===== config.mk =====
export PLATFORM = sky130hd
export DESIGN_NAME = square_renderer
export DESIGN_NICKNAME = d
export VERILOG_FILES = /design/src/rtl/vga_pkg.sv /design/src/rtl/square_renderer_axis_bounce.sv /design/src/rtl/square_renderer.sv
export SDC_FILE = /design/constraint.sdc
export NUM_CORES = 1
export LEC_CHECK = 0
export ABC_AREA = 1
export CAP_MARGIN = 10
export CORE_MARGIN = 2
export CORE_UTILIZATION = 33
export CTS_CLUSTER_SIZE = 10
export DETAILED_ROUTE_END_ITERATION = 10
export GPL_TIMING_DRIVEN = 0
export PLACE_DENSITY_LB_ADDON = 0.3
export SLEW_MARGIN = 10
export SYNTH_ARGS = -nofsm -noshare
export SYNTH_HDL_FRONTEND = slang
export SYNTH_SLANG_ARGS = --single-unit

===== constraint.sdc =====
create_clock -name clk_25mhz -period 2.5 [get_ports clk_25mhz]
set_input_delay 0.5 -clock clk_25mhz [delete_from_list [all_inputs] [get_ports clk_25mhz]]
set_output_delay 0.5 -clock clk_25mhz [all_outputs]
set_load 0.03 [all_outputs]

===== src/rtl/vga_pkg.sv =====
// Shared VGA constants, colour type and renderer state encoding.
package vga_pkg;
    localparam int H_ACTIVE = 640;
    localparam int V_ACTIVE = 480;
    localparam int BORDER_W = 4;

    typedef logic [11:0] rgb_t;

    typedef enum logic [1:0] {
        IDLE = 2'd0,
        RUN  = 2'd1,
        HIT  = 2'd2
    } state_t;
endpackage


===== src/rtl/square_renderer_axis_bounce.sv =====
// Single-axis bounce step: moves pos by speed toward dir and clamps/reflects at min_pos/max_pos.
module axis_bounce #(
    parameter int W = 10
) (
    input  logic [W-1:0] pos,
    input  logic         dir_pos,
    input  logic [2:0]   speed,
    input  logic [W-1:0] min_pos,
    input  logic [W-1:0] max_pos,
    output logic [W-1:0] pos_next,
    output logic         dir_pos_next,
    output logic         wall
);
    logic [10:0] pos_ext;
    logic [10:0] spd_ext;
    logic [10:0] fwd_ext;
    logic [10:0] min_ext;
    logic [10:0] max_ext;

    // 11-bit arithmetic so neither the forward sum nor the reverse compare can wrap
    assign pos_ext = 11'(pos);
    assign spd_ext = 11'(speed);
    assign min_ext = 11'(min_pos);
    assign max_ext = 11'(max_pos);
    assign fwd_ext = pos_ext + spd_ext;

    always_comb begin
        pos_next     = pos;
        dir_pos_next = dir_pos;
        wall         = 1'b0;
        if (speed != 3'd0) begin
            if (dir_pos) begin
                if (fwd_ext >= max_ext) begin
                    pos_next     = max_pos;
                    dir_pos_next = 1'b0;
                    wall         = 1'b1;
                end else begin
                    pos_next = W'(fwd_ext);
                end
            end else begin
                if (pos_ext < min_ext + spd_ext) begin
                    pos_next     = min_pos;
                    dir_pos_next = 1'b1;
                    wall         = 1'b1;
                end else begin
                    pos_next = W'(pos_ext - spd_ext);
                end
            end
        end
    end
endmodule


===== src/rtl/square_renderer.sv =====
// Bouncing-square pixel generator behind the VGA timing controller.
// Define BORDER_EN to draw a 4-pixel white frame and keep the square inside it.
module square_renderer
    import vga_pkg::*;
#(
    parameter int   SIZE    = 32,
    parameter int   X_START = 304,
    parameter int   Y_START = 224,
    parameter rgb_t FG_RGB  = 12'hFFF,
    parameter rgb_t BG_RGB  = 12'h00F,
    parameter rgb_t HIT_RGB = 12'hF00
) (
    input  logic        clk_25mhz,
    input  logic        reset,
    input  logic        pixel_strobe,
    input  logic        active,
    input  logic        animate,
    input  logic [9:0]  xPos,
    input  logic [8:0]  yPos,
    input  logic        hSync_in,
    input  logic        vSync_in,
    input  logic        move_en,
    input  logic [2:0]  speed,
    output logic [11:0] rgb,
    output logic        hSync_out,
    output logic        vSync_out,
    output logic [7:0]  bounce_count,
    output logic        hit
);
`ifdef BORDER_EN
    localparam int BW = BORDER_W;
`else
    localparam int BW = 0;
`endif
    localparam logic [9:0] X_MIN = 10'(BW);
    localparam logic [9:0] X_MAX = 10'(H_ACTIVE - BW - SIZE);
    localparam logic [8:0] Y_MIN = 9'(BW);
    localparam logic [8:0] Y_MAX = 9'(V_ACTIVE - BW - SIZE);

    state_t      state_reg;
    logic [9:0]  sq_x_reg;
    logic [8:0]  sq_y_reg;
    logic        dx_pos_reg;
    logic        dy_pos_reg;
    rgb_t        rgb_reg;
    logic        hsync_reg;
    logic        vsync_reg;
    logic [7:0]  bounce_reg;
    logic        hit_reg;

    logic [9:0]  sq_x_next;
    logic [8:0]  sq_y_next;
    logic        dx_pos_next;
    logic        dy_pos_next;
    logic        x_wall;
    logic        y_wall;
    logic        any_wall;

    axis_bounce #(.W(10)) u_axis_x (
        .pos          (sq_x_reg),
        .dir_pos      (dx_pos_reg),
        .speed        (speed),
        .min_pos      (X_MIN),
        .max_pos      (X_MAX),
        .pos_next     (sq_x_next),
        .dir_pos_next (dx_pos_next),
        .wall         (x_wall)
    );

    axis_bounce #(.W(9)) u_axis_y (
        .pos          (sq_y_reg),
        .dir_pos      (dy_pos_reg),
        .speed        (speed),
        .min_pos      (Y_MIN),
        .max_pos      (Y_MAX),
        .pos_next     (sq_y_next),
        .dir_pos_next (dy_pos_next),
        .wall         (y_wall)
    );

    // A corner counts as a single bounce
    assign any_wall = x_wall | y_wall;

    logic [10:0] x_end;
    logic [10:0] y_end;
    logic        in_sq;
    logic        in_border;
    rgb_t        pix_rgb;

    assign x_end = 11'(sq_x_reg) + 11'(SIZE - 1);
    assign y_end = 11'(sq_y_reg) + 11'(SIZE - 1);
    assign in_sq = (xPos >= sq_x_reg) && (11'(xPos) <= x_end) &&
                   (yPos >= sq_y_reg) && (11'(yPos) <= y_end);

`ifdef BORDER_EN
    localparam logic [9:0] X_BORDER_LO = 10'(BORDER_W);
    localparam logic [9:0] X_BORDER_HI = 10'(H_ACTIVE - 1 - BORDER_W);
    localparam logic [8:0] Y_BORDER_LO = 9'(BORDER_W);
    localparam logic [8:0] Y_BORDER_HI = 9'(V_ACTIVE - 1 - BORDER_W);
    assign in_border = (xPos < X_BORDER_LO) || (xPos > X_BORDER_HI) ||
                       (yPos < Y_BORDER_LO) || (yPos > Y_BORDER_HI);
`else
    assign in_border = 1'b0;
`endif

    always_comb begin
        pix_rgb = BG_RGB;
        if (!active) begin
            pix_rgb = '0;
        end else if (in_border) begin
            pix_rgb = 12'hFFF;
        end else if (in_sq) begin
            pix_rgb = (state_reg == HIT) ? HIT_RGB : FG_RGB;
        end
    end

    always_ff @(posedge clk_25mhz) begin
        if (reset) begin
            state_reg  <= IDLE;
            sq_x_reg   <= 10'(X_START);
            sq_y_reg   <= 9'(Y_START);
            dx_pos_reg <= 1'b1;
            dy_pos_reg <= 1'b1;
            rgb_reg    <= '0;
            hsync_reg  <= 1'b1;
            vsync_reg  <= 1'b1;
            bounce_reg <= 8'd0;
            hit_reg    <= 1'b0;
        end else begin
            hit_reg <= 1'b0;
            if (pixel_strobe) begin
                hsync_reg <= hSync_in;
                vsync_reg <= vSync_in;
                rgb_reg   <= pix_rgb;
            end
            // Position only changes at end of frame so the square never tears
            if (animate) begin
                case (state_reg)
                    IDLE: begin
                        if (move_en) begin
                            state_reg <= RUN;
                        end
                    end
                    RUN, HIT: begin
                        if (!move_en) begin
                            state_reg <= IDLE;
                        end else begin
                            sq_x_reg   <= sq_x_next;
                            sq_y_reg   <= sq_y_next;
                            dx_pos_reg <= dx_pos_next;
                            dy_pos_reg <= dy_pos_next;
                            if (any_wall) begin
                                state_reg <= HIT;
                                hit_reg   <= 1'b1;
                                if (bounce_reg != 8'hFF) begin
                                    bounce_reg <= bounce_reg + 8'd1;
                                end
                            end else begin
                                state_reg <= RUN;
                            end
                        end
                    end
                    default: state_reg <= IDLE;
                endcase
            end
        end
    end

    assign rgb          = rgb_reg;
    assign hSync_out    = hsync_reg;
    assign vSync_out    = vsync_reg;
    assign bounce_count = bounce_reg;
    assign hit          = hit_reg;
endmodule


# Yosys cells after proc, flatten, opt, wreduce, memory -nomap -nowiden
# Cells that the tools add are included.
[totals]
register_bits = 46
latch_bits = 0
mem_bits_rw = 0
rom_bits = 0
out_inout_bits = 23
elab_cells = 69
mem_count = 0
[classes]
addsub = 7
mul = 0
div_mod_pow = 0
n_lt_le_gt_ge = 8
n_eq_ne = 4
shift = 0
mux = 26
bitwise_logic = 4
n_reduce_logical = 10
[ops]
columns = ["cell", "n"]
rows = [
  ["$mux W10", 3],
  ["$mux W9", 3],
  ["$mux W12", 2],
  ["$mux W1", 13],
  ["$add A10 B3 Y11", 1],
  ["$add A10 B5 Y11 const B", 1],
  ["$ge A11 B10 Y1 const B", 1],
  ["$ge A11 B9 Y1 const B", 1],
  ["$le A10 B11 Y1", 1],
  ["$add A9 B3 Y10", 1],
  ["$add A9 B5 Y10 const B", 1],
  ["$ge A10 B10 Y1", 1],
  ["$le A9 B10 Y1", 1],
  ["$lt A10 B3 Y1", 1],
  ["$sub A10 B3 Y10", 1],
  ["$ge A9 B9 Y1", 1],
  ["$lt A9 B3 Y1", 1],
  ["$sub A9 B3 Y9", 1],
  ["$add A8 B1 Y8 const B", 1],
  ["$mux W8", 1],
  ["$ne A8 B8 Y1 const B", 1],
  ["$mux W2", 3],
  ["$reduce_and A5 Y1", 1],
  ["$pmux W2 S2", 1],
  ["other kinds (12)", 16],
]

# Depth between registers and ports, before layout
# Gate-level depths: netlist of run 1.
[depth]
word_depth = 9
depth_mapped = 20
ltp_nobuf = 20

# By module
# A second synthesis of run 1 with hierarchy kept.
[unflattened]
cells_unflattened = 1052
area_unflattened_um2 = 6429.9
[modules_own_cells]
columns = ["mod", "n_inst", "cells_each", "area_per_inst_um2", "seq_area_each_um2"]
rows = [
  ["square_renderer", 1, 410, 2852.7, 740.7],
  ["axis_bounce (u_axis_x)", 1, 345, 1870.5, 0.0],
  ["axis_bounce (u_axis_y)", 1, 297, 1706.6, 0.0],
]

# Worst setup path before layout of run 1
# OpenSTA, ideal clock, no wires.
[synth_path]
path_kind = "in2reg"
from = "input port speed[0]"
to = "register bounce_reg[5], in the netlist bounce_count[5]"
setup_ns = 0.131
arrival_time_ns = 2.201
t_required_ns = 2.369
slack_ns = 0.169
cell_stages = 16
cell_sequence = "ha_1 > fa_1 > nand2_1 > nand2_1 > nand3_2 > xor2_1 > o21ai_2 > nand2_1 > nand2_2 > nand2_1 > nand2_2 > nand2_2 > buf_6 > inv_4 > nand2_1 > a21oi_2"
[synth_via]
elab_chain_cells = 7
[synth_rtl]
columns = ["element", "line_no", "source"]
rows = [
  ["start, declared", "square_renderer.sv:23", "input logic [2:0] speed,"],
  ["$add A10 B3 Y11 or $add A9 B3 Y10 (tied branches)", "square_renderer_axis_bounce.sv:25", "assign fwd_ext = pos_ext + spd_ext;"],
  ["$ge A11 B10 Y1 or $ge A11 B9 Y1 (tied branches)", "square_renderer_axis_bounce.sv:33", "if (fwd_ext >= max_ext) begin"],
  ["$mux W1", "square_renderer_axis_bounce.sv:33", ""],
  ["$mux W1", "square_renderer_axis_bounce.sv:32", "if (dir_pos) begin"],
  ["$mux W1", "square_renderer_axis_bounce.sv:31", "if (speed != 3'd0) begin"],
  ["$or A1 B1 Y1 *", "square_renderer.sv:82", "assign any_wall = x_wall | y_wall;"],
  ["$reduce_and A5 Y1 (no line) *", "-", ""],
  ["end signal, assigned", "square_renderer.sv:156", "bounce_reg <= bounce_reg + 8'd1;"],
  ["end, declared", "square_renderer.sv:48", "logic [7:0] bounce_reg;"],
]
# Every way passes the cells marked *; elsewhere a longest branch is shown, timed or not.
# A chain may end at the register's enable or synchronous reset.

# Worst setup path in the final report of run 1
[layout_path]
from = "register sq_x_reg[0]"
to = "register bounce_reg[3], in the netlist bounce_count[3]"
[layout_via]
elab_chain_cells = 7
[layout_rtl]
columns = ["element", "line_no", "source"]
rows = [
  ["start, declared", "square_renderer.sv:41", "logic [9:0] sq_x_reg;"],
  ["start signal, assigned", "square_renderer.sv:120", "sq_x_reg <= 10'(X_START);"],
  ["start signal, assigned", "square_renderer.sv:148", "sq_x_reg <= sq_x_next;"],
  ["$add A10 B3 Y11", "square_renderer_axis_bounce.sv:25", ""],
  ["$ge A11 B10 Y1", "square_renderer_axis_bounce.sv:33", ""],
  ["$mux W1", "square_renderer_axis_bounce.sv:33", ""],
  ["$mux W1 *", "square_renderer_axis_bounce.sv:32", ""],
  ["$mux W1 *", "square_renderer_axis_bounce.sv:31", ""],
  ["$or A1 B1 Y1 *", "square_renderer.sv:82", ""],
  ["$reduce_and A5 Y1 (no line) *", "-", ""],
]
# Marked as above.

==> results of run 1 <==
final cells by class:
type	count	share of cell area, %
well taps	143	3.38
clock buffers	8	2.57
flip-flops and latches	37	14.5
repair buffers	78	13.8
plain buffers	22	2.69
inverters	68	5.19
multi-input cells	457	57.9
logic make-up (layout without fill, tap and decap cells):
group / Yosys count / after routing
AOI/OAI and AO/OA: 112 / 112
xor gates and xnor gates: 29 / 29
adders and majority gates: 60 / 60
buffers and inverters: 90 / 176
DFF: 37 / 37
and+or+nand+nor: 256 / 256
power by group:
group          switching [uW]  internal (uW)  leakage [uW]
clock                     223            371     0.0000652
sequential               35.2            614      0.000305
combinational             471            340       0.00203
total                     729           1320       0.00240
cell usage after synthesis, types with 2 or more instances:
master / count / area [sq um]
buf_6: 2 / 22.5
clkbuf_1: 7 / 26.3
o21ai_0: 39 / 195
inv_2: 5 / 18.8
dfxtp_1: 37 / 741
o21ai_1: 2 / 10.0
or2_2: 3 / 18.8
a211oi_1: 2 / 15.0
xnor2_1: 4 / 35.0
nand2_4: 2 / 22.5
buf_2: 4 / 20.0
nand4_1: 10 / 62.6
nor2_1: 43 / 161
ha_1: 56 / 701
nand2_1: 131 / 492
a21oi_2: 2 / 17.5
nor3_1: 13 / 65.1
clkinv_1: 3 / 11.3
o21ai_2: 3 / 26.3
buf_4: 9 / 67.6
nand2_2: 7 / 43.8
xor2_1: 25 / 219
inv_1: 58 / 218
a21oi_1: 42 / 210
o2111ai_1: 3 / 26.3
o211ai_1: 3 / 22.5
nand3b_1: 3 / 22.5
nor2_2: 5 / 31.3
fa_1: 4 / 80.1
nand3_2: 5 / 50.1
a31oi_1: 10 / 62.6
nand3_1: 31 / 155
per-stage QoR:
stage | setup slack, ps | instance area, sq um | TNS, ps | total power, uW
4_1_cts | 0.212 | 4920 | 0 | 1980
2_1_floorplan | 169 | 3950 | 0 | 1130
3_5_place_dp | -873 | 4650 | -22140 | 1350
3_3_place_gp | -821 | 4650 | -21250 | 1340
5_1_grt | -71.5 | 5300 | -179 | 2180
6_report | 106 | 5300 | 0 | 2050
worst min path at each step:
stage               slack, ps          from      endpoint
floorplan                 460  state_reg[0]  state_reg[0]
global placement          440     hSync_out     hSync_out
detailed placement        450     vSync_out     vSync_out
CTS                       460     vSync_out     vSync_out
global route              500     vSync_out     vSync_out
finish                    460     vSync_out     vSync_out
worst min-delay path, cell delays in order (launching register included):
cell,delay (ps)
dfxtp_1,320
nand2_1,50
nand3_1,50
per-layer routing:
layer,up-vias,share of wire [%],track usage (%)
li1,2112,-,-
met1,1941,44,19.9
met2,71,53,31.3
met3,15,2.5,2.13
met4,0,1.1,3.74
met5,-,0,0
repair_timing:
| item | in CTS | in global routing |
|---|---|---|
| endpoints found under the setup margin | 35 | 17 |
| gates resized for setup | 48 | 58 |
| buffers inserted | 3 | 22 |
| hold endpoints to repair | 0 | 0 |
| hold buffers | 0 | 0 |
| cloned | 0 | 1 |
| pin swaps | 6 | 27 |
==> flow_metrics.env, run 1 <==
export IMPL_synth_nets=674
export IMPL_crit_family="simple AND/OR/NAND/NOR gates"
export IMPL_synth_area_sq_um=3950
export IMPL_cts_sinks=37
export IMPL_start_util_pct=34.1
export IMPL_dieArea_sq_um=12900
export IMPL_muxShareOfSynthArea_pct=0
export IMPL_avgSynthCellArea_sq_um=6.76
export IMPL_final_antenna_net_count=0
export IMPL_synth_compound_area_share_pct=16.0
export IMPL_gr_total_overflow=0
export IMPL_reg2reg_from="sq_x_reg[0]"
export IMPL_hold_class="flop to flop"
export IMPL_cpPeakStageDelay_ps=380
export IMPL_worst_slew_pin_transition_ps=613
export IMPL_ys_types=43
export IMPL_cp_arrival_ps=2610
export IMPL_hold_viol_final=0
export IMPL_status="finished clean"
export IMPL_layoutNonFillerInstCount=813
export IMPL_fin_crit_sh_pct=95.7
export IMPL_crit_start="sq_x_reg[0]"
export IMPL_final_cell_mix="nand2_1, inv_1, ha_1"
export IMPL_fillers=1180
export IMPL_port_buffers=52
export IMPL_critPathSlowestCell="fa_2"
export IMPL_place_gp_congestion=0.845
export IMPL_regArea_sq_um=767
export IMPL_synth_top_flop_cell="dfxtp_1"
export IMPL_cts_max_level=2
export IMPL_die_h_um=113
export IMPL_synth_fa_ha_area_share_pct=19.8
export IMPL_hold_worst_slack_ps=457
export IMPL_die_w_um=113
export IMPL_ir_worst_vdd_uv=251
export IMPL_drive_above_1_share_pct=21.3
export IMPL_routed_wl_um=11100
export IMPL_dp_hpwl_um=8600
export IMPL_fmax_ghz=0.418
export IMPL_worstSkewPairLatency_ps=270
export IMPL_grt_max_degree=11
export IMPL_synth_edf_count=0
export IMPL_reg2reg_setup_slack_ps=110
export IMPL_cp_max_fo=5
export IMPL_placed_cells=779
export IMPL_clockBufferDepth=2
export IMPL_ys_async_sr_fraction_pct=0
export IMPL_final_core_util_pct=45.8
export IMPL_track_usage_pct=16.6
export IMPL_setup_viol=0
export IMPL_rsz0062_at_grt="yes"
export IMPL_hold_depth=2
export IMPL_fin_crit_ps=2390
export IMPL_syn2layout_area_growth_pct=34.2
export IMPL_path_cells="buf_6 > ha_4 > fa_2 > nand2_2 > nand2_2 > nand2_2 > nand2_2 > nand2_2 > nand3_2 > nand3_2 > nand2_2 > nand2_4 > nand2_4 > nand2_4 > nand2_4 > buf_8 > o21ai_2 > nand2_1 > nor2_1"
export IMPL_drcViolationCount=0
export IMPL_reg2reg_to="bounce_count[3]"
export IMPL_slew_headroom_pct=59.1
export IMPL_seq_area_frac_synth_pct=18.8
export IMPL_cts_root_buf="clkbuf_16"
export IMPL_drv_cap=0
export IMPL_grt_pass1_vias=3973
export IMPL_route_vias_total=4139
export IMPL_diodes=0
export IMPL_coreArea_sq_um=11600
export IMPL_cts_tree="yes"
export IMPL_path_clk_slew_ps=50
export IMPL_wl_per_cell_um=13.6
export IMPL_syn_inst=584
export IMPL_cp_endpoint="bounce_count[3]"
export IMPL_rr_worst_depth=19
export IMPL_finClkSkew_ps=4.07
export IMPL_synth_top_family_by_area="simple AND/OR/NAND/NOR gates"
export IMPL_critPathLaunchType="flop"
export IMPL_synth_simple_area_share_pct=29.0
export IMPL_multi_input_area_sq_um=3070
export IMPL_synthXorXnorAreaFrac_pct=6.43
export IMPL_critical_path_depth=19
export IMPL_rows=39
export IMPL_viasPerCell=5.09
export IMPL_critPathKind="flop to flop"
export IMPL_critPathBufInv=2
export IMPL_num_nets_final=759
export IMPL_cts_buffers=5
export IMPL_firstDrtPassIters=5
export IMPL_slew_viol_final=0
export IMPL_crit_top_cell="nand2_2"
export IMPL_antenna_found_initial=0
export IMPL_ys_ff_latch=37
export IMPL_yosysWarningCount=0
export IMPL_crit_path_end_kind="flop"
export IMPL_grt_pass1_wl_um=17800
export IMPL_worst_ep_required_time_ps=2720
export IMPL_final_common_cell="nand2_1"
export IMPL_largest_reg_flops=10
export IMPL_ios=53
export IMPL_leakage_uw=0.00240
export IMPL_powerDensity_nw_per_um2=388
export IMPL_first_iter_violations=154
Power figures use the tool's default switching activity.
==> run 2, diff against run 1 <==
- CORE_ASPECT_RATIO: not set -> 2
- clock period: 2.5 -> 2.4 ns (I/O delays scaled with it)
==> flow_metrics.env, run 2 (same netlist as run 1, synthesis figures left out) <==
export IMPL_reg2reg_from="sq_x_reg[0]"
export IMPL_drcViolationCount=0
export IMPL_cts_sinks=37
export IMPL_status="finished, violations left"
export IMPL_gr_total_overflow=0
export IMPL_firstDrtPassIters=5
export IMPL_setup_viol=15
export IMPL_setup_slack_ps=-98.2
export IMPL_largest_reg_flops=10
export IMPL_route_vias_total=4289
export IMPL_clockBufferDepth=2
export IMPL_final_cell_mix="nand2_1, inv_1, ha_1"
export IMPL_routed_wl_um=12900
export IMPL_final_antenna_net_count=0
export IMPL_syn2layout_area_growth_pct=37.8
export IMPL_ir_worst_vdd_uv=248
export IMPL_grt_busiest_layer="met2"
export IMPL_worst_ep_required_time_ps=2560
export IMPL_finClkSkew_ps=8.35
export IMPL_grt_pass1_vias=4427
export IMPL_rr_worst_depth=18
export IMPL_coreArea_sq_um=11700
export IMPL_cts_buffers=5
export IMPL_critPathKind="flop to flop"
export IMPL_worst_slew_pin_transition_ps=789
export IMPL_antenna_found_initial=0
export IMPL_reg2reg_setup_slack_ps=-100
export IMPL_critPathLaunchType="flop"
export IMPL_slew_viol_final=0
export IMPL_dp_slack_ps=-983
export IMPL_crit_start="sq_x_reg[0]"
export IMPL_cts_root_buf="clkbuf_16"
export IMPL_dp_hpwl_um=9640
export IMPL_final_common_cell="nand2_1"
export IMPL_diodes=0
export IMPL_dpl_cell_area_sq_um=4650
export IMPL_met2_usage_pct=39.4
export IMPL_wl_per_cell_um=15.6
export IMPL_num_nets_final=767
export IMPL_drive_above_1_share_pct=24.3
export IMPL_first_iter_violations=225
export IMPL_fmax_ghz=0.400
export IMPL_worstSkewPairLatency_ps=300
export IMPL_fin_crit_ps=2500
export IMPL_fin_crit_sh_pct=104
export IMPL_use_met3_pct=1.65
export IMPL_die_h_um=159
export IMPL_cts_tree="yes"
export IMPL_cp_endpoint="sq_x_reg[8]"
export IMPL_slew_headroom_pct=47.4
export IMPL_rows=56
export IMPL_violations="setup timing"
export IMPL_hold_viol_final=0
export IMPL_design_area_sq_um=5440
export IMPL_cp_arrival_ps=2660
export IMPL_reg2reg_to="sq_x_reg[8]"
export IMPL_ios=53
export IMPL_powerDensity_nw_per_um2=418
export IMPL_path_clk_slew_ps=60
export IMPL_dieArea_sq_um=12900
export IMPL_track_usage_pct=20.1
export IMPL_viasPerCell=5.21
export IMPL_leakage_uw=0.00245
export IMPL_port_buffers=52
export IMPL_rsz0062_at_grt="yes"
export IMPL_grt_pass1_wl_um=20200
export IMPL_crit_path_end_kind="flop"
export IMPL_place_gp_congestion=0.874
export IMPL_die_w_um=81.4
export IMPL_drv_cap=0
export IMPL_cts_max_level=2
export IMPL_grt_max_degree=13
export IMPL_start_util_pct=33.7
export IMPL_hold_class="flop to flop"
export IMPL_use_met1_pct=17.7
export IMPL_fillers=1147
export IMPL_cp_max_fo=3
## run 2: cell count changes in the layout (fill, tap and decap cells not counted), moves of 3 or more
| cell | delta |
|---|---|
| nand3_1 | -6 |
| buf_4 | +5 |
| nand3_2 | +5 |
| a21oi_1 | -4 |
| a21oi_2 | +4 |
| buf_6 | +4 |
| clkbuf_1 | -3 |
| inv_1 | -3 |
| inv_2 | +3 |
## run 2: how the worst min path moves through the flow
| stage | startpoint | end | slack, ps | cells after the start |
|---|---|---|---|---|
| after CTS | vSync_out | vSync_out | 480 | 2 |
| final | hSync_out | hSync_out | 470 | 2 |
| after global placement | hSync_out | hSync_out | 440 | 2 |
| after global routing | vSync_out | vSync_out | 490 | 2 |
| after detailed placement | hSync_out | hSync_out | 460 | 2 |
| after floorplan | state_reg[0] | state_reg[0] | 460 | 2 |
## run 2: worst max-delay path, stage by stage (launching register included)
cell and delay (ps):
dfxtp_4 360, buf_6 120, ha_4 170, fa_2 390
nand2_2 120, nand2_4 80, nand2_4 80, nand2_1 60
nand2_2 70, nand3_2 90, nand3_2 90, nand2_2 80
nand2_4 100, buf_12 110, clkinvlp_4 70, nand2_1 70
o21ai_0 90, a21oi_1 120, o21ai_1 80
## run 2: repair_timing
action                                  CTS  global route
pin swaps                                18            18
resized for setup                        75            46
setup buffers                            24             9
gates cloned                              1             0
hold buffers                              0             0
endpoints found under the setup margin   35            28
## run 2: stage by stage
step	total power (uW)	utilization [%]	setup TNS (ps)	instances	hold slack (ps)
finish	2270	46.5	-799	823	471
global route	2400	46.5	-2970	823	494
CTS	2210	44.3	-159	814	475
detailed placement	1430	39.7	-26320	781	462
global placement	1410	39.7	-25180	781	444
floorplan	1180	-	0	584	463
## run 2: final cells by class
cell class | count | area [sq um] | area share, %
multi-input combinational | 457 | 3140 | 57.6
timing repair buffer | 86 | 797 | 14.6
sequential | 37 | 759 | 14.0
inverter | 68 | 279 | 5.13
tap | 145 | 181 | 3.33
clock buffer | 6 | 139 | 2.55
buffer | 22 | 136 | 2.51
clock inverter | 2 | 13.8 | 0.253
## run 2: report_power, final
| group | switching (uW) | total (uW) | internal [uW] |
|---|---|---|---|
| clock network | 293 | 707 | 414 |
| logic | 517 | 890 | 373 |
| registers | 37.0 | 677 | 640 |
| total | 846 | 2270 | 1430 |
## run 2: layer usage
metal | part of all wire (%) | up-vias
met5 | 0 | -
met4 | 6.5 | 0
met3 | 2.9 | 51
met2 | 58 | 115
met1 | 33 | 2002
li1 | - | 2121
